File: config.mk
export PLATFORM = sky130hd
export DESIGN_NAME = ftoi_pipe
export DESIGN_NICKNAME = d
export VERILOG_FILES = /design/src/rtl/ftoi_pipe.sv
export SDC_FILE = /design/constraint.sdc
export NUM_CORES = 1
export LEC_CHECK = 0
export ABC_AREA = 1
export CORE_AREA = 2 2 206 127
export DETAILED_ROUTE_END_ITERATION = 8
export DIE_AREA = 0 0 208 129
export PLACE_DENSITY = 0.61
export SLEW_MARGIN = 20
export SYNTH_ARGS = -nofsm -noshare
export SYNTH_HDL_FRONTEND = slang
export SYNTH_SLANG_ARGS = --single-unit
File: constraint.sdc
create_clock -name clk -period 4.91 [get_ports clk]
set_input_delay 0.491 -clock clk [delete_from_list [all_inputs] [get_ports clk]]
set_output_delay 0.491 -clock clk [all_outputs]
set_load 0.05 [all_outputs]
File: src/rtl/ftoi_pipe.sv
// Three-stage binary32 -> OUT_W-bit integer converter (unpack, align, round/pack); latency 3, one op/cycle.
// Whole pipe stalls when the output is held (in_ready = !out_valid || out_ready); FTOI_FLAGS_EN enables nv/nx.
module ftoi_pipe #(
  parameter int OUT_W = 32
) (
  input  logic             clk,
  input  logic             rst,
  input  logic             in_valid,
  output logic             in_ready,
  input  logic [31:0]      x,
  input  logic [2:0]       rm,
  input  logic             uns,
  output logic             out_valid,
  input  logic             out_ready,
  output logic [OUT_W-1:0] y,
  output logic             nv,
  output logic             nx
);

  localparam int FW = OUT_W + 24;
  localparam int EW = 2 * FW;
  localparam logic [OUT_W-1:0] SMAX = {1'b0, {(OUT_W-1){1'b1}}};
  localparam logic [OUT_W-1:0] SMIN = {1'b1, {(OUT_W-1){1'b0}}};
  localparam logic [OUT_W-1:0] UMAX = {OUT_W{1'b1}};

  logic adv;
  assign adv      = !out_valid || out_ready;
  assign in_ready = adv;

  // S1: unpack
  logic        v1, s1, uns1, zero1, nan1, inf1;
  logic [7:0]  e1;
  logic [22:0] m1;
  logic [2:0]  rm1;
  logic [8:0]  sh1;

  always_ff @(posedge clk or posedge rst) begin
    if (rst) begin
      v1    <= 1'b0;
      s1    <= 1'b0;
      uns1  <= 1'b0;
      zero1 <= 1'b0;
      nan1  <= 1'b0;
      inf1  <= 1'b0;
      e1    <= '0;
      m1    <= '0;
      rm1   <= '0;
      sh1   <= '0;
    end else if (adv) begin
      v1 <= in_valid;
      if (in_valid) begin
        s1    <= x[31];
        e1    <= x[30:23];
        m1    <= x[22:0];
        rm1   <= rm;
        uns1  <= uns;
        zero1 <= (x[30:0] == 31'd0);
        nan1  <= (&x[30:23]) && (|x[22:0]);
        inf1  <= (&x[30:23]) && !(|x[22:0]);
        sh1   <= 9'(127 + OUT_W - 1) - {1'b0, x[30:23]};
      end
    end
  end

  // S2: align. Integer part lands in the top OUT_W bits of the upper half,
  // guard just below it, everything further down feeds sticky.
  logic [23:0]       sig1;
  logic [EW-1:0]     ext1, shf1;
  logic [OUT_W-1:0]  mag_d;
  logic              g_d, st_d, big_d;

  always_comb begin
    sig1  = {e1 != 8'd0, m1};
    ext1  = {sig1, {(EW-24){1'b0}}};
    shf1  = ext1 >> sh1[7:0];
    big_d = ({1'b0, e1} >= 9'(127 + OUT_W));
    mag_d = '0;
    g_d   = 1'b0;
    st_d  = 1'b0;
    if (!sh1[8]) begin
      if (sh1 >= 9'(FW)) begin
        st_d = !zero1;
      end else begin
        mag_d = shf1[EW-1 -: OUT_W];
        g_d   = shf1[EW-1-OUT_W];
        st_d  = |shf1[EW-2-OUT_W:0];
      end
    end
  end

  logic             v2, s2, uns2, nan2, inf2, big2, g2, st2;
  logic [2:0]       rm2;
  logic [OUT_W-1:0] mag2;

  always_ff @(posedge clk or posedge rst) begin
    if (rst) begin
      v2   <= 1'b0;
      s2   <= 1'b0;
      uns2 <= 1'b0;
      nan2 <= 1'b0;
      inf2 <= 1'b0;
      big2 <= 1'b0;
      g2   <= 1'b0;
      st2  <= 1'b0;
      rm2  <= '0;
      mag2 <= '0;
    end else if (adv) begin
      v2 <= v1;
      if (v1) begin
        s2   <= s1;
        uns2 <= uns1;
        nan2 <= nan1;
        inf2 <= inf1;
        big2 <= big_d;
        g2   <= g_d;
        st2  <= st_d;
        rm2  <= rm1;
        mag2 <= mag_d;
      end
    end
  end

  // S3: round and pack
  logic             rup, in_rng;
  logic [OUT_W:0]   magr;
  logic [OUT_W-1:0] y_d;

  always_comb begin
    case (rm2)
      3'd0:    rup = g2 && (st2 || mag2[0]);
      3'd2:    rup = s2 && (g2 || st2);
      3'd3:    rup = !s2 && (g2 || st2);
      3'd4:    rup = g2;
      default: rup = 1'b0;
    endcase
    magr = {1'b0, mag2} + (OUT_W+1)'(rup);
    if (uns2)
      in_rng = s2 ? (magr == '0) : !magr[OUT_W];
    else
      in_rng = !magr[OUT_W] && (!magr[OUT_W-1] || (s2 && (magr[OUT_W-2:0] == '0)));
    if (nan2)
      y_d = uns2 ? UMAX : SMAX;
    else if (inf2 || big2 || !in_rng)
      y_d = uns2 ? (s2 ? '0 : UMAX) : (s2 ? SMIN : SMAX);
    else
      y_d = s2 ? -magr[OUT_W-1:0] : magr[OUT_W-1:0];
  end

  always_ff @(posedge clk or posedge rst) begin
    if (rst) begin
      out_valid <= 1'b0;
      y         <= '0;
    end else if (adv) begin
      out_valid <= v2;
      if (v2) y <= y_d;
    end
  end

`ifdef FTOI_FLAGS_EN
  logic nv_d, nx_d;

  always_comb begin
    nv_d = nan2 || inf2 || big2 || !in_rng;
    nx_d = !nv_d && (g2 || st2);
  end

  always_ff @(posedge clk or posedge rst) begin
    if (rst) begin
      nv <= 1'b0;
      nx <= 1'b0;
    end else if (adv && v2) begin
      nv <= nv_d;
      nx <= nx_d;
    end
  end
`else
  assign nv = 1'b0;
  assign nx = 1'b0;
`endif

endmodule

-- Word level (Yosys, flattened, before mapping)
Cells that the tools add are included.
- shifts and indexed selects: 1
- multiplexer cells: 16
- magnitude comparators: 2
- eq/ne operators: 3
- add/subtract/negate cells: 3
- reductions and logical operators: 31
- operator list (kind ; count):
    $mux 32 ; 9
    $shr 112x8->112 ; 1
    $reduce_or 79->1 ; 1
    $logic_not 31->1 ; 2
    $add 32x1->33 ; 1
    $logic_not 33->1 ; 1
    $neg 32->32 ; 1
    $reduce_or 23->1 ; 1
    $ge 9x6->1 const B ; 1
    $sub 8x8->9 const A ; 1
    $ge 8x8->1 const B ; 1
    $reduce_and 8->1 ; 1
    $reduce_bool 8->1 ; 1
    $logic_and 1x1->1 ; 7
    $logic_not 1->1 ; 7
    $eq 3x2->1 const B ; 2
    $logic_or 1x1->1 ; 6
    $mux 1 ; 6
    $reduce_and 2->1 ; 3
    $pmux 1 s4 ; 1
    $eq 3x3->1 const B ; 1
    $logic_not 3->1 ; 1
- input bits: 40
- output and inout bits: 36
- register bits: 125

-- Depth between registers and ports, before layout
Gate-level depths: netlist of the first run.
- word-level depth: 13
- gate-level depth with buffers: 28
- depth with buffers taken out: 26

-- Worst setup path before layout of the first run
Ideal clock, no wire load.
- path type: reg2reg
- start point: reg s2
- end point: reg y[0]
- cell stages (with the launch flop): 28
- setup slack: 1.288 ns
- buffers on the path: 2
- arrival time: 3.509 ns
- library setup time: 0.113 ns
- clock period less this slack: 3.622 ns
- cells stage by stage: dfrtp_1 -> inv_1 -> clkbuf_1 -> nand2_1 -> nand2_1 -> o41ai_1 -> a2111oi_0 -> ha_1 -> ha_1 -> nand2_1 -> inv_2 -> nand3_2 -> nor2_2 -> nand2_1 -> xor2_1 -> inv_2 -> nand2_1 -> nor2_2 -> nand3_2 -> nor2_4 -> nand3_1 -> nand2_2 -> nand2_4 -> o21ai_4 -> buf_6 -> nand3_1 -> nand2_1 -> inv_1
- word-level cells in the longest chain between the ends: 13
- elaborated cells between the ends (all ways): 23
- those cells by class: add/sub: 2; mux: 9; reduce/logical: 12
- ends and longest elaborated chain (item ; RTL line ; source):
    from (decl) ; 91 ; logic v2, s2, uns2, nan2, inf2, big2, g2, st2;
    from (signal assigned) ; 98 ; s2 <= 1'b0;
    from (signal assigned) ; 110 ; s2 <= s1;
    branches (longest 11 deep; another with $add 32x1->33) ; -- ;
    $mux 32 (*) ; 143 ; else if (inf2 || big2 || !in_rng)
    $mux 32 (*) ; 141 ; if (nan2)
    to (signal assigned) ; 155 ; if (v2) y <= y_d;
    to (decl) ; 15 ; output logic [OUT_W-1:0] y,
Mark *: on every way between the ends.
A chain may end at the register's enable or synchronous reset.

-- Worst setup path after layout of the first run
- start point: reg s2
- end point: reg y[26]
The elaborated chain is that of the path after synthesis.

==> results of run 1 <==
==> cells in the final DEF, fill, tap and decap left out, types with 9 or more instances in the layout <==
cell             synthesis  final
o22ai_1                 21     21
nor2_1                 141    139
nor2_2                   8     10
nand3_1                196    196
clkbuf_16                0     17
o21ai_0                 68     68
inv_1                  129    128
xor2_1                  35     35
inv_2                    9      9
nand2_1                493    493
or2_2                   24     24
dfrtp_1                124    124
nand4_1                 35     35
nor3_1                  23     23
buf_4                    4     18
a21oi_1                  9      9
clkdlybuf4s50_1          0     73
==> flip-flops by register name, indices dropped and copies added (netlist names), 3 cells and up <==
signal and flops:
rm2 3, sh1 8, rm1 3, mag2 32
e1 8, y 32, m1 23
==> cell type report <==
class / instances / share of cell area
clock inverters: 8 / 0.0122
repair buffers: 91 / 0.0803
clock buffers: 24 / 0.0465
multi-input cells: 1110 / 0.486
flip-flops and latches: 124 / 0.288
inverters: 140 / 0.0490
well taps: 329 / 0.0382
==> cells in the mapped netlist <==
cell type,n
nand2_1,493
nand3_1,196
nor2_1,141
inv_1,129
dfrtp_1,124
o21ai_0,68
clkbuf_1,39
nand4_1,35
xor2_1,35
or2_2,24
nor3_1,23
o22ai_1,21
buf_1,15
a21oi_1,9
inv_2,9
nor2_2,8
ha_1,7
nand3_2,7
nor4_1,6
nor2_4,5
buf_4,4
xnor2_1,4
buf_2,3
nand2_2,3
a21o_1,2
a31oi_1,2
buf_6,2
clkinv_1,2
nand2_4,2
nand3b_1,2
o211ai_1,2
xor2_2,2
a2111oi_0,1
a211oi_1,1
a22oi_1,1
a32o_1,1
conb_1,1
nor3b_1,1
o21a_1,1
o21ai_4,1
o31ai_1,1
o41ai_1,1
or2_0,1
or3_1,1
==> cell families (layout without fill, tap and decap cells) <==
kind of cell,count (synthesis),count (layout)
other cells,1,2
xor+xnor,41,41
buf+inv,203,263
flops,124,124
compound gates,112,112
fa+ha+maj,7,7
simple gates,948,948
==> final timing paths <==
check	from	to	slack, ns	cells after the start
max in group asynchronous	rst	m1[12]$_DFFE_PP0P_	3.39	3
worst max register to register	s2$_DFFE_PP0P_	y[26]$_DFFE_PP0P_	0.63	25
min in group asynchronous	rst	mag2[25]$_DFFE_PP0P_	0.58	2
worst min-delay path	s1$_DFFE_PP0P_	s1$_DFFE_PP0P_	0.48	2
worst min register to register	s1$_DFFE_PP0P_	s1$_DFFE_PP0P_	0.48	2
worst max-delay path	s2$_DFFE_PP0P_	y[26]$_DFFE_PP0P_	0.63	25
==> per-layer routing <==
metal  part of all wire  up-vias  wire (um)
met5                  0        -          0
met3              0.094       17       2680
met1               0.54     4368      15500
met4             0.0070        0        201
li1                   -     4713          -
met2               0.36      346      10200
==> power breakdown <==
| group | leakage [nW] | total (mW) | switching (mW) | internal (mW) |
|---|---|---|---|---|
| clock network | 0.303 | 1.36 | 0.490 | 0.868 |
| registers | 1.56 | 1.61 | 0.272 | 1.34 |
| logic | 3.35 | 4.02 | 2.74 | 1.28 |
==> critical path, delay by kind of cell (launching register included) <==
family	cells	cell delay, ns
xor gates and xnor gates	1	0.19
buffers and inverters	3	0.23
adders and majority gates	2	0.49
DFF	1	0.37
and+or+nand+nor	16	2.21
AOI/OAI and AO/OA	3	0.69
==> stage by stage <==
step           std cells  hold WS (ns)  cell area [um^2]
2_1_floorplan       1437         0.432              9140
3_3_place_gp        1794         0.467             10200
3_5_place_dp        1794         0.466             10200
4_1_cts             1826         0.481             10800
5_1_grt             1826         0.504             10800
6_report            1826         0.478             10800
==> results.sh, run 1 <==
export IMPL_outcome="finished clean"
export IMPL_syn_area_mm2=0.00913
export IMPL_synth_adder_area_share=0.00959
export IMPL_p_per_area_mw_per_mm2=648
export IMPL_path_max_fanout=23
export IMPL_peakVddDrop_mv=0.241
export IMPL_synth_xor_area_frac=0.0410
export IMPL_grt_max_degree=69
export IMPL_slowest_stage="dfrtp_1"
export IMPL_synth_area_top_cells="dfrtp_1 (34%), nand2_1 (20%), nand3_1 (11%)"
export IMPL_ys_ff_latch=124
export IMPL_required_ns=5.23
export IMPL_min_period_over_period=0.871
export IMPL_critical_path_class="reg -> reg"
export IMPL_ys_seq_area_frac=0.340
export IMPL_cts_buffers=17
export IMPL_seq_area_mm2=0.00310
export IMPL_post_route_min_period_ns=4.28
export IMPL_cts_sinks=124
export IMPL_multi_input_area_mm2=0.00524
export IMPL_hold_viol_final=0
export IMPL_synth_top_area_frac=0.340
export IMPL_dp_hpwl_um=22300
export IMPL_synth_compound_area_frac=0.0693
export IMPL_h_tree_depth=4
export IMPL_grt_pass1_vias=8711
export IMPL_setup_violations=0
export IMPL_syn_avg_cell_area_um2=6.36
export IMPL_drive_gt1_frac=0.0748
export IMPL_route_vias_total=9444
export IMPL_cts_resized=0
export IMPL_wire_per_inst_um=15.7
export IMPL_max_cap_violations=0
export IMPL_synth_cell_types=44
export IMPL_die_w_um=208
export IMPL_muxShareOfSynthArea=0
export IMPL_yosysWarnings=0
export IMPL_clk_pin_slew_ns=0.06
export IMPL_place_congestion=0.941
export IMPL_synthCells=1436
export IMPL_setup_slack_ns=0.632
export IMPL_cts_setup_buffers=0
export IMPL_cts_tree="done"
export IMPL_tns_ns=0
export IMPL_antenna_found_initial=0
export IMPL_drtPass1Iterations=7
export IMPL_rsz0062_at_grt="false"
export IMPL_ios=76
export IMPL_cts_root_buf="clkbuf_16"
export IMPL_grt_pass1_wl_um=47200
export IMPL_worstMarginPinSlew_ns=0.993
export IMPL_first_iter_violations=1102
export IMPL_syn_to_final_growth_pct=18.1
export IMPL_use_met2=0.282
export IMPL_row_count=45
export IMPL_hp_class="reg -> reg"
export IMPL_critPathCaptureType="flop"
export IMPL_nets=1531
export IMPL_start_util=0.367
export IMPL_max_freq_mhz=234
export IMPL_grtUsageMet3=0.0654
export IMPL_dieArea_mm2=0.0268
export IMPL_die_h_um=129
export IMPL_synth_simple_area_share=0.453
export IMPL_p_leak_nw=5.21
export IMPL_drv_slew=0
export IMPL_skew_ns=0.0102
export IMPL_clkLatencyLatePin_ns=0.44
export IMPL_final_core_util=0.433
export IMPL_slowest_delay_ns=0.37
export IMPL_io_buffers=73
export IMPL_grt_overflow_total=0
export IMPL_drcViolationCount=0
export IMPL_fill_cells=2682
export IMPL_clockBufferDepth=2
export IMPL_viasPerCell=5.17
export IMPL_synth_top_family_by_area="simple AND/OR/NAND/NOR gates"
export IMPL_diodes=0
export IMPL_start_kind="flop"
export IMPL_core_mm2=0.0249
export IMPL_cp_data_arrival_time_ns=4.60
export IMPL_totalWireLength_um=28600
export IMPL_synth_top_area_cell="dfrtp_1"
export IMPL_slew_headroom=0.338
export IMPL_ant_nets=0
export IMPL_cp_common_cell="nand2_1"
export IMPL_grtUsageTotal=0.223
export IMPL_cts_hold_buf=0
export IMPL_grt_busiest_layer="met1"
export IMPL_power_mw=6.99
export IMPL_met1_usage=0.361
export IMPL_dp_slack_ns=0.684
Note: power is estimated with default switching activity, not from simulation.
==> run 2, diff against run 1 <==
- HOLD_SLACK_MARGIN: default -> 0.06
==> results of run 2 <==
The final DEF is identical to that of run 1; final timing and power are the same.
==> patch 1 (flow settings as in run 1) <==
`OUT_W`: 32 -> 24.
--- a/src/rtl/ftoi_pipe.sv
+++ b/src/rtl/ftoi_pipe.sv
@@ -3,3 +3,3 @@
 module ftoi_pipe #(
-  parameter int OUT_W = 32
+  parameter int OUT_W = 24
 ) (
Ports: changed (resized y); port bits go from 76 to 68. No check against the original RTL was run, so the function may have changed too.
==> patch 1 against run 1 <==
- die area is the same
- critical path depth fell by 2
- first-iteration DRC count decreased by 29%
- sequential cell count fell by 16
- setup slack improved by 0.028 ns
- area after synthesis shrank 16%
- power fell by 28%
- routed wire length down 24%
- final area decreased by 18%
- combinational power is 28% lower
- largest power group unchanged
- via count is 21% lower
==> patch 1: results (changes against run 1) <==
Power and ir drop
The leakage power is 4.17 nW (-20%). The switching power came to 2.57 mW (-27%). The worst ir drop on vdd came to 0.199 mV (-18%).

Clocking
The clock-pin transition on the worst setup and hold timing paths is 0.08 ns (+0.02 ns). The H-tree depth is 3 (-1). The worst-skew pair later-pin latency is 0.37 ns (-0.07 ns).

Setup path
The worst path arrival time is 4.51 ns (-0.09 ns). The minimum setup slack among reg-to-reg paths is 0.66 ns (+0.03 ns). On the critical path, the stage with the largest delay is an instance of inv_1.

Route
The number of design-rule violations left by the first detailed-router iteration is 780 (-29%). The detailed-route wire length is 21600 um (-24%). The routed wirelength normalized by instance count is 14.2 um (-9.3%).

The detailed-router iteration count before antenna repair is 5 (-2). The detailed-route via count is 7506 (-21%).

Timing
The worst setup skew after layout is 0.0109 ns (+0.000754 ns). The transition at the pin with the smallest max-transition slack is 1.02 ns (+0.0272 ns). The hold slack is 0.486 ns (+0.00771 ns). The final critical delay including setup and external delays came to 4.25 ns (-0.0280 ns). The number of max-slew violations in the final report is 0 (unchanged).

Logic synthesis
The count of unique library cells instantiated by Yosys is 50 (+14%). The number of cells produced by synthesis came to 1155 (-20%). By area the synthesized netlist is led by dfrtp_1, nand2_1, nand3_1, nor2_1, inv_1. Ranked by instance count, the synthesized netlist is headed by nand2_1, nand3_1, nor2_1.

Final layout
The post-layout instance area is 8830 um2 (-18%). The multi-input gate area in the final layout is 4300 um2 (-18%). The fraction of area in clock buffers and inverters was 0.0320 (-0.0267). The count of sequential standard cells is 108 (-13%). The number of inserted filler cells in the final layout is 2778 (+3.6%). The layout cell share with drive strength beyond 1 is 0.0545 (-0.0203). The largest registers in the layout are mag2: 24 flops, y: 24 flops, m1: 23 flops. The total inserted antenna cells is 0 (unchanged). The non-clock buffer contribution to total cell area was 0.0804 (+0.000154). The multi-input logic cell count is 884 (-20%).

The count of plain and timing-repair buffers in the layout is 73 (-20%). The non-clock inverter instance count of the final layout was 112 (-20%).

Placement
The detailed placement HPWL was 16800 um (-25%). The number of port buffers is 65 (-11%). The post-placement cell count is 1506 (-16%). The area after detailed placement came to 8550 um2 (-16%). The final RePlAce weighted congestion is 0.913 (-2.9%).

Worst hold path
The worst hold path terminates at rm2[0]$_DFFE_PP0P_. The start point of the worst hold path is rm1[0]$_DFFE_PP0P_.

Outcome
The flow ran to the end, and the final reports show no timing, DRC or antenna violations.

GRT
The maximum number of pins on one net before global-route repair is 76 (+10%). The global-route wire length before repair is 36100 um (-24%). The total global-route track usage is 0.167 (-0.0565).
## patch 1: cell types whose count changed after synthesis, sizes merged, moves of 10 or more
cell	before	now
o21bai	0	19
o21ai	69	54
nor2	154	135
nand3	203	179
xor2	37	21
inv	138	108
dfrtp	124	108
or2	25	2
nor3	23	13
nand2	498	375
nand4	35	15
## patch 1: logic make-up (layout without fill, tap and decap cells)
logic type               after synthesis  count (layout)  share of synthesized area
AO/OA/AOI/OAI                        119             119                     0.0973
flip-flops                           108             108                      0.354
adder cells (fa/ha/maj)                7               7                     0.0115
XOR/XNOR                              28              28                     0.0350
buffers and inverters                164             201                     0.0843
other                                  1               2                   0.000491
AND/OR/NAND/NOR                      728             728                      0.418
## patch 1: metal layers
metal | global-route usage | vias to the layer above | wire length [um] | share of wire
met5 | 0 | - | 0 | 0
li1 | - | 3800 | - | -
met4 | 0.0321 | 0 | 199 | 0.0092
met1 | 0.268 | 3459 | 11800 | 0.55
met2 | 0.224 | 231 | 8130 | 0.38
met3 | 0.0344 | 16 | 1500 | 0.069
==> patch 2 (config.mk and constraints of run 1) <==
Made on the original files. Add a define of `FTOI_FLAGS_EN`.
--- a/src/rtl/ftoi_pipe.sv
+++ b/src/rtl/ftoi_pipe.sv
@@ -2,2 +2,4 @@
 // Whole pipe stalls when the output is held (in_ready = !out_valid || out_ready); FTOI_FLAGS_EN enables nv/nx.
+`define FTOI_FLAGS_EN
+
 module ftoi_pipe #(
Check against the original RTL: not equivalent (a bounded check fails within 4 cycles, from zero or initial values and one cycle with rst high).
==> patch 2 against run 1 <==
- power is 2.5% higher
- routed wire length grew 3.9%
- clock skew grew 0.0015 ns
- sequential cell count increased by 2
- final area shrank 0.30%
- setup slack better by 0.0092 ns
- area after synthesis increased by 0.11%
- synthesized cell count down 0.84%
- first-iteration DRC count down 2.9%
- global-route usage increased by 0.53 points
- critical endpoint is now y[4]$_DFFE_PP0P_
==> patch 2: results (changes against run 1) <==
Setup path
The count of cells along the worst register-to-register path is 15 (-40%). The maximum fanout along the worst path was 30 (+30%). In this run the critical register-to-register path is launched from rm2[0]$_DFFE_PP0P_. The worst path arrival time is 4.62 ns (+0.02 ns).

The delay contributed by the slowest stage of the critical path is 0.70 ns (+0.33 ns). The endpoint of the lowest-slack register-to-register path is y[4]$_DFFE_PP0P_.

Logic synthesis
The sequential cell area fraction in the yosys report is 0.345 (+0.00510). The number of cells produced by synthesis is 1424 (-0.84%). The count of unique library cells instantiated by Yosys is 43 (-2.3%). The synthesized-area fraction occupied by ao, oa, aoi and oai cells is 0.0918 (+0.0225). The parity-gate share of the synthesized area counting xor and xnor cells is 0.0160 (-0.0250). The share of synthesized cell area in full adder, half adder and majority cells is 0.00958 (-0.0000105).

Placement
The post-placement cell count is 1778 (-0.89%). The final RePlAce weighted congestion is 0.968 (+2.9%). The area after detailed placement is 10100 um2 (-0.31%). The number of port buffers is 75 (+2.7%). The detailed placement HPWL is 23100 um (+3.3%).

GRT
The global-route wire length before repair is 48500 um (+2.7%). The total global-route track usage is 0.228 (+0.00529). The routing usage on met1 is 0.375 (+0.0144). The number of global-route vias before repair is 8718 (+0.080%). The global-route met3 utilization was 0.0517 (-0.0137). The met2 capacity usage during global routing is 0.294 (+0.0113).

Final layout
The count of plain and timing-repair buffers in the layout is 87 (-4.4%). The register area is 3150 um2 (+1.6%). The fraction of area in clock buffers and inverters is 0.0588 (+0.0000611). The non-clock buffer contribution to total cell area is 0.0782 (-0.00208).

The share of the core filled with cells was 0.432 (-0.00131).

Route
The wire length on met2 is 11000 um (+7.5%). The detailed-route via count is 9700 (+2.7%). The detailed-router iteration count before antenna repair is 6 (-1). The detailed-route wire length came to 29700 um (+3.9%).

The routed wirelength normalized by instance count came to 16.4 um (+4.8%).

Power and ir drop
The cell internal power dissipation is 3.51 mW (+0.88%). The share of power burned in the clock network came to 0.192 (-0.002).

Worst hold path
The path with the worst hold slack has its endpoint at big2$_DFFE_PP0P_. The start point of the worst hold path is big2$_DFFE_PP0P_.

Outcome
The run finished with clean final reports.

Timing
The worst setup skew after layout is 0.0117 ns (+0.00149 ns). The hold slack is 0.489 ns (+0.0103 ns).
## patch 2: changes by cell type in the layout (fill, tap and decap cells not counted), sizes merged, moves of 5 or more
| cell | change |
|---|---|
| nand3 | +13 |
| or2 | -13 |
| buf | -6 |
| xor2 | -23 |
| nand3b | +8 |
| o21ai | -7 |
| inv | -33 |
| clkinv | +5 |
| a21oi | +37 |
| nand4 | -8 |
| clkbuf | -5 |
| nand2 | +8 |
| o22ai | +8 |
## patch 2: worst max path at each step
| stage | to | slack (ns) | cells after the start |
|---|---|---|---|
| floorplan | big2$_DFFE_PP0P_ | 1.06 | 1 |
| global placement | y[4]$_DFFE_PP0P_ | 0.86 | 15 |
| detailed placement | y[4]$_DFFE_PP0P_ | 0.67 | 15 |
| CTS | y[7]$_DFFE_PP0P_ | 0.66 | 15 |
| global route | y[7]$_DFFE_PP0P_ | 0.16 | 15 |
| finish | y[4]$_DFFE_PP0P_ | 0.64 | 15 |
